`src/rtl/keypad_scanner.sv`:
```
// keypad_scanner: 4x3 keypad row scanner with debounced key latch and MCU interrupt pulse
module keypad_scanner #(
  parameter int SCAN_DIV       = 100_000,
  parameter int DEBOUNCE_SCANS = 4,
  parameter int INTR_CYCLES    = 4
) (
  input  logic       CLK,
  input  logic       RST_N,
  input  logic       C,
  input  logic       A,
  input  logic       E,
  output logic       B,
  output logic       G,
  output logic       F,
  output logic       D,
  output logic [3:0] DATA,
  output logic       INTERRUPT,
  output logic [2:0] STATE_PMOD
);
  localparam int DW = $clog2(SCAN_DIV + 1);
  localparam int BW = $clog2(DEBOUNCE_SCANS + 1);
  localparam int PW = $clog2(INTR_CYCLES + 1);
  localparam logic [DW-1:0] DIV_LAST = DW'(SCAN_DIV - 1);
  localparam logic [BW-1:0] DB_LAST  = BW'(DEBOUNCE_SCANS - 1);
  localparam logic [PW-1:0] IRQ_LAST = PW'(INTR_CYCLES - 1);
  typedef enum logic [2:0] {SCAN = 3'd0, PRESS_DB = 3'd1, PULSE = 3'd2, HELD = 3'd3, REL_DB = 3'd4} state_t;
  state_t state, state_nx;
  logic [2:0] col_s1, col_s2;
  logic [DW-1:0] div_cnt;
  logic [BW-1:0] db_cnt, db_cnt_nx;
  logic [PW-1:0] pulse_cnt;
  logic [1:0] row, row_nx, col_r, col_r_nx, col_now;
  logic [3:0] data_nx, code;
  logic tick, hit;
  assign tick = div_cnt == DIV_LAST;
  assign hit = |col_s2;
  assign col_now = col_s2[0] ? 2'd0 : col_s2[1] ? 2'd1 : 2'd2;
  // Row 3 holds the non-numeric keys; rows 0..2 map to 1..9 as row*3+col+1
  assign code = (row == 2'd3) ? ((col_r == 2'd0) ? 4'hA : (col_r == 2'd1) ? 4'h0 : 4'hB)
                              : 4'd1 + {1'b0, row, 1'b0} + {2'b00, row} + {2'b00, col_r};
  assign {D, F, G, B} = 4'd1 << row;
  assign INTERRUPT = state == PULSE;
  assign STATE_PMOD = state;
  always_ff @(posedge CLK or negedge RST_N) begin
    if (!RST_N) begin
      {col_s2, col_s1} <= '0;
      div_cnt <= '0;
      pulse_cnt <= '0;
      db_cnt <= '0;
      state <= SCAN;
      row <= '0;
      col_r <= '0;
      DATA <= '0;
    end else begin
      {col_s2, col_s1} <= {col_s1, E, A, C};
      div_cnt <= (tick || (state_nx == SCAN && state != SCAN)) ? '0 : div_cnt + DW'(1);
      pulse_cnt <= (state == PULSE) ? pulse_cnt + PW'(1) : '0;
      db_cnt <= db_cnt_nx;
      state <= state_nx;
      row <= row_nx;
      col_r <= col_r_nx;
      DATA <= data_nx;
    end
  end
  always_comb begin
    state_nx = state;
    row_nx = row;
    col_r_nx = col_r;
    db_cnt_nx = db_cnt;
    data_nx = DATA;
    case (state)
      SCAN:
        if (tick && hit) begin
          state_nx = PRESS_DB;
          col_r_nx = col_now;
          db_cnt_nx = BW'(1);
        end else if (tick)
          row_nx = row + 2'd1;
      PRESS_DB:
        if (tick && hit && col_now == col_r) begin
          db_cnt_nx = db_cnt + BW'(1);
          if (db_cnt == DB_LAST) begin
            state_nx = PULSE;
            data_nx = code;
          end
        end else if (tick) begin
          state_nx = SCAN;
          row_nx = row + 2'd1;
        end
      PULSE:
        if (pulse_cnt == IRQ_LAST) state_nx = HELD;
      HELD:
        if (tick && !hit) begin
          state_nx = REL_DB;
          db_cnt_nx = BW'(1);
        end
      REL_DB:
        if (tick && hit)
          state_nx = HELD;
        else if (tick) begin
          db_cnt_nx = db_cnt + BW'(1);
          if (db_cnt == DB_LAST) begin
            state_nx = SCAN;
            row_nx = row + 2'd1;
          end
        end
      default: state_nx = SCAN;
    endcase
  end
endmodule

```
`config.mk`:
```
export PLATFORM = sky130hd
export DESIGN_NAME = keypad_scanner
export DESIGN_NICKNAME = d
export VERILOG_FILES = /design/src/rtl/keypad_scanner.sv
export SDC_FILE = /design/constraint.sdc
export NUM_CORES = 1
export LEC_CHECK = 0
export ABC_CLOCK_PERIOD_IN_PS = 5800
export BUFFER_PORTS_ARGS = -buffer_cell sky130_fd_sc_hd__buf_2
export CORE_MARGIN = 3
export CORE_UTILIZATION = 40
export CTS_CLUSTER_DIAMETER = 200
export DETAILED_ROUTE_END_ITERATION = 7
export PLACE_DENSITY_LB_ADDON = 0.08
export SLEW_MARGIN = 20
export SYNTH_ARGS = -nofsm -noshare
export SYNTH_HDL_FRONTEND = slang
export SYNTH_SLANG_ARGS = --single-unit
export TNS_END_PERCENT = 20
```
`constraint.sdc`:
```
create_clock -name CLK -period 5.8 [get_ports CLK]
set_clock_uncertainty 0.1 [all_clocks]
set_input_delay 1.74 -clock CLK [delete_from_list [all_inputs] [get_ports CLK]]
set_output_delay 1.74 -clock CLK [all_outputs]
set_load 0.05 [all_outputs]
```
; ---- Yosys cells after proc, flatten, opt, wreduce, memory -nomap -nowiden
; Cells that the tools add are included.
[totals]
romBits = 0
latchBits = 0
mem_count = 0
input_bits = 5
wordCells = 82
out_inout_bits = 12
reg_bits = 40
ram_bits = 0
[classes]
n_mux = 30
n_eq_ne = 18
shifts = 1
n_div = 0
bitwise = 0
order_cmp = 0
mul = 0
reduce_logical = 17
add_sub_neg = 7
[ops]
columns = cell, n
row1 = 3-bit two-way mux, 15
row2 = 17-bit by 1-bit adder with 17-bit output (second input constant), 1
row3 = 17-bit equality test (second input constant), 1
row4 = 17-bit two-way mux, 1
row5 = 2-bit two-way mux, 8
row6 = 2-bit inequality test (second input constant), 8
row7 = 3-bit case mux with 5 select lines, 1
row8 = 3-bit by 2-bit equality test with 1-bit output (second input constant), 4
row9 = 4-bit two-way mux, 3
row10 = 3-bit case mux with 4 select lines, 1
row11 = 6-bit AND reduction, 2
row12 = 4-bit by 2-bit adder with 4-bit output, 2
row13 = 3-bit by 1-bit adder with 3-bit output (second input constant), 2
row14 = 3-bit logical NOT, 2
row15 = 2-bit case mux with 3 select lines, 1
row16 = 3-bit nonzero test, 2
row17 = 1-bit by 3-bit adder with 4-bit output (first input constant), 1
row18 = 1-bit logical AND, 4
row19 = 4-bit nonzero test, 1
row20 = 1-bit by 2-bit << shifter with 4-bit output (first input constant), 1
row21 = 3-bit by 1-bit equality test with 1-bit output (second input constant), 1
row22 = 3-bit equality test (second input constant), 1
row23 = 3-bit AND reduction, 1
row24 = 3-bit OR reduction, 1
row25 = other kinds (8), 8

; ---- Depth between registers and ports, before layout
[logic_depth]
ltp_word = 10
mapped_depth = 8
mapped_depth_nobuf = 8

; ---- Worst setup path after synthesis
; OpenSTA, ideal clock, no wires.
[synth_path]
kind = reg2out
start = register state[1], in the netlist STATE_PMOD[1]
end = output port INTERRUPT
t_arrival_ps = 1421
stages_incl_launch_ff = 4
path_slack_ps = 2539
path_buffers = 1
required_ps = 3960
cell_sequence = dfrtp_1 > clkbuf_1 > nand2_1 > inv_1
[synth_via]
elab_chain_cells = 1
[synth_lines]
columns = element, line_no
row1 = "start, declared", 27  ; state_t state, state_nx;
row2 = "start signal, assigned", 59  ; state <= state_nx;
row3 = 3-bit by 2-bit equality test with 1-bit output, 42  ; assign INTERRUPT = state == PULSE;
row4 = "end, declared", 17  ; output logic INTERRUPT,
; No other way between the ends.

; ---- Final worst setup path
[layout_path]
start = register state[2], in the netlist STATE_PMOD[2]
end = output port INTERRUPT
; Same word-level chain as after synthesis.

==> reports/results.tsv <==
stage	metric	value	unit
timing	f_max	298	MHz
cts	number of H-tree levels	2	
synth	Synth cell types	48	
final_layout	Antenna diodes	0	
critical_path	worst setup path endpoint	INTERRUPT	
die	die width	80.3	um
timing	Worst Max-Slew Pin Slew	902	ps
global_routing	initial antenna violation count	0	
critical_path	Crit path arrival time	1510	ps
synth	Synth top area share	45.4	%
placement	Placement Cell Area	2330	um^2
die	Initial Utilization	42.4	%
synth	ys flop type	dfrtp_1	
global_routing	largest net degree at the start of global routing	41	
placement	Placer Congestion	0.738	
placement	port bufs	16	
critical_path	R2R Path End	div_cnt[2]	
timing	Final min period	3350	ps
final_layout	most common cell after layout, fill and taps aside	dfrtp_1	
cts	Clock Sinks	40	
critical_path	critical path startpoint category	flop	
synth	largest area contributor in the synthesized netlist	dfrtp_1	
critical_path	flop2flop setup slack	3340	ps
synth	Seq/Total Area, Yosys	45.4	%
route	Vias	1621	
final_layout	Area Overhead vs Synth	9.87	%
cts	Clock transition at path regs	70	ps
final_layout	commonest cells after routing, fill and taps aside	dfrtp_1 (40), nor2_1 (24), buf_2 (16)	
power	Static Leak	0.00111	uW
die	I/O pins	17	
critical_path	critical setup path kind	flop to primary output	
cts	CTS tree	built	
global_routing	total global routing track utilization	15.5	%
placement	Setup WS pre-CTS	2750	ps
route	ANT nets after route	0	
placement	Detailed Place HPWL	3090	um
critical_path	max incr delay on CP	530	ps
die	die area	6440	um^2
synth	syn nets	235	
final_layout	layout cell share with drive strength beyond 1	12.8	%
critical_path	Worst Setup End Kind	primary output	
die	core region area	5200	um^2
route	initial DRC count	98	
global_routing	global route total overflow	0	
critical_path	Critical Path Source	STATE_PMOD[2]	
synth	Post-Syn Area	2210	um^2
timing	Max-slew headroom	39.9	%
min_path	min-delay worst type	flop to flop	
route	final wirelength	4300	um
cts	Setup Buffers After CTS	0	
critical_path	Worst EP required	3960	ps
final_layout	Core Util, Final	46.6	%
global_routing	number of global-route vias before repair	1654	
route	average wire per standard cell	14.1	um
critical_path	worst path cell trace	nor2_1, nand2_1, inv_1, buf_2	
route	Vias per Instance	5.33	
synth	Post-synth EDFFs	0	
synth	Synth area leaders	dfrtp_1 (45%), ha_1 (6.2%), nor2_1 (4.1%)	
synth	synthesis-stage register bit count	40	
cts	Hold Buf Count CTS	0	
final_layout	Net count, final	251	
global_routing	global-route met1 utilization	21.5	%
synth	yosys warns	0	
critical_path	RR Startpoint	div_cnt[13]	
global_routing	busiest grt layer	met2	
timing	Final Hold Fails	0	
final_layout	Filler Cells Inserted	504	
critical_path	CP max stage cell	dfrtp_1	
timing	Setup TNS Final	0	ps
cts	Worst-Skew Late Latency	290	ps
route	DR pass1 iterations	4	
die	site row count	26	
status	status	finished, final reports clean	
global_routing	wire length of the first global-routing pass	7820	um
synth	Syn Inst Count	217	
timing	Final setup viols	0	
global_routing	met3 Track Usage GR	4.26	%
timing	RSZ-0062 raised after global routing	false	
power	worst vdd ir	0.115	mV
route	DRC Markers	0	
die	die height	80.3	um
power	Pwr Density	200	nW/um^2
synth	syn avg cell area	10.2	um^2
cts	clock buffer count from CTS	5	
timing	Tcrit/Tclk final	57.8	%
final_layout	fin area	2420	um^2
critical_path	CP Max Fanout	15	
cts	Root Buffer	clkbuf_8	
synth	Async S/R FF share, synth	100	%
cts	Bufs on Longest Clock Path	2	
timing	Final Worst Setup Slack	2450	ps
global_routing	grt met2 use	23.4	%
timing	final slew viol count	0	
cts	post-CTS sizing	0	
critical_path	Worst Reg-to-Reg Cells	5	
job	max_cap viols	0	
==> per-stage QoR <==
step                      hold WS, ps  total power, uW  instances
after global routing              258              503        304
after CTS                         254              495        304
after global placement            232              299        296
after floorplan                   231              291        217
final                             249              484        304
after detailed placement          236              299        296
==> sequential cells by signal, indices dropped and copies added (netlist names) <==
| name | flops |
|---|---|
| div_cnt | 17 |
| col_s2 | 3 |
| col_r | 2 |
| db_cnt | 3 |
| STATE_PMOD | 3 |
| DATA | 4 |
| col_s1 | 3 |
| row | 2 |
| pulse_cnt | 3 |
==> final cells by class <==
type | count | area [um^2] | share of cell area, %
Multi-Input combinational cell | 158 | 1120 | 46.2
Sequential cell | 40 | 1000 | 41.3
Clock buffer | 8 | 90.1 | 3.72
Tap cell | 70 | 87.6 | 3.61
Timing Repair Buffer | 16 | 80.1 | 3.30
Inverter | 12 | 45.0 | 1.86
==> how the worst min path moves through the flow <==
stage | from | endpoint | slack (ps) | depth (start not counted)
4_1_cts | col_s1[0] | col_s2[0] | 250 | 0
2_1_floorplan | col_s1[0] | col_s2[0] | 230 | 0
3_5_place_dp | col_s1[0] | col_s2[0] | 240 | 0
3_3_place_gp | col_s1[0] | col_s2[0] | 230 | 0
6_report | col_s1[0] | col_s2[0] | 250 | 0
5_1_grt | col_s1[2] | col_s2[2] | 260 | 0
==> power breakdown <==
group | leakage, uW | switching, uW | total, uW | internal [uW]
clock network | 0.0000455 | 93.5 | 191 | 97.1
registers | 0.000531 | 2.10 | 283 | 281
logic | 0.000534 | 7.54 | 10.3 | 2.74
==> critical path: cells and delay by family (launching register included) <==
kind / cells / cell delay, ps
AND/OR/NAND/NOR: 2 / 360
flip-flops: 1 / 530
buffers and inverters: 2 / 350
==> cell families (layout without fill, tap and decap cells) <==
kind of cell | Yosys count | count (layout) | synth area share, %
AOI/OAI and AO/OA | 31 | 31 | 9.02
xor gates and xnor gates | 15 | 15 | 5.96
adders and majority gates | 13 | 13 | 8.05
buffers and inverters | 19 | 36 | 3.86
DFF | 40 | 40 | 45.4
muxes | 8 | 8 | 3.97
and+or+nand+nor | 91 | 91 | 23.8
==> metal layers <==
metal / part of all wire, % / vias up / wire length, um
met5: 0 / - / 0
met4: 1.3 / 0 / 57
met3: 4.4 / 7 / 189
met2: 44 / 32 / 1900
met1: 50 / 779 / 2150
li1: - / 803 / -
==> Yosys cell counts (3+ instances only) <==
cell type and n:
ha_1 11, clkbuf_1 3, nand4_1 4, inv_1 11, o21ai_0 5, nand4b_1 3, nor2_1 24, nor3_1 5
a21oi_1 6, mux2_1 5, xor2_1 5, nand2_1 14, a31oi_1 9, and4_1 3, dfrtp_1 40, nand2b_1 6
and3_1 3, nand3_1 9, xnor2_1 10
No activity file was read; power rests on OpenSTA's default activity.
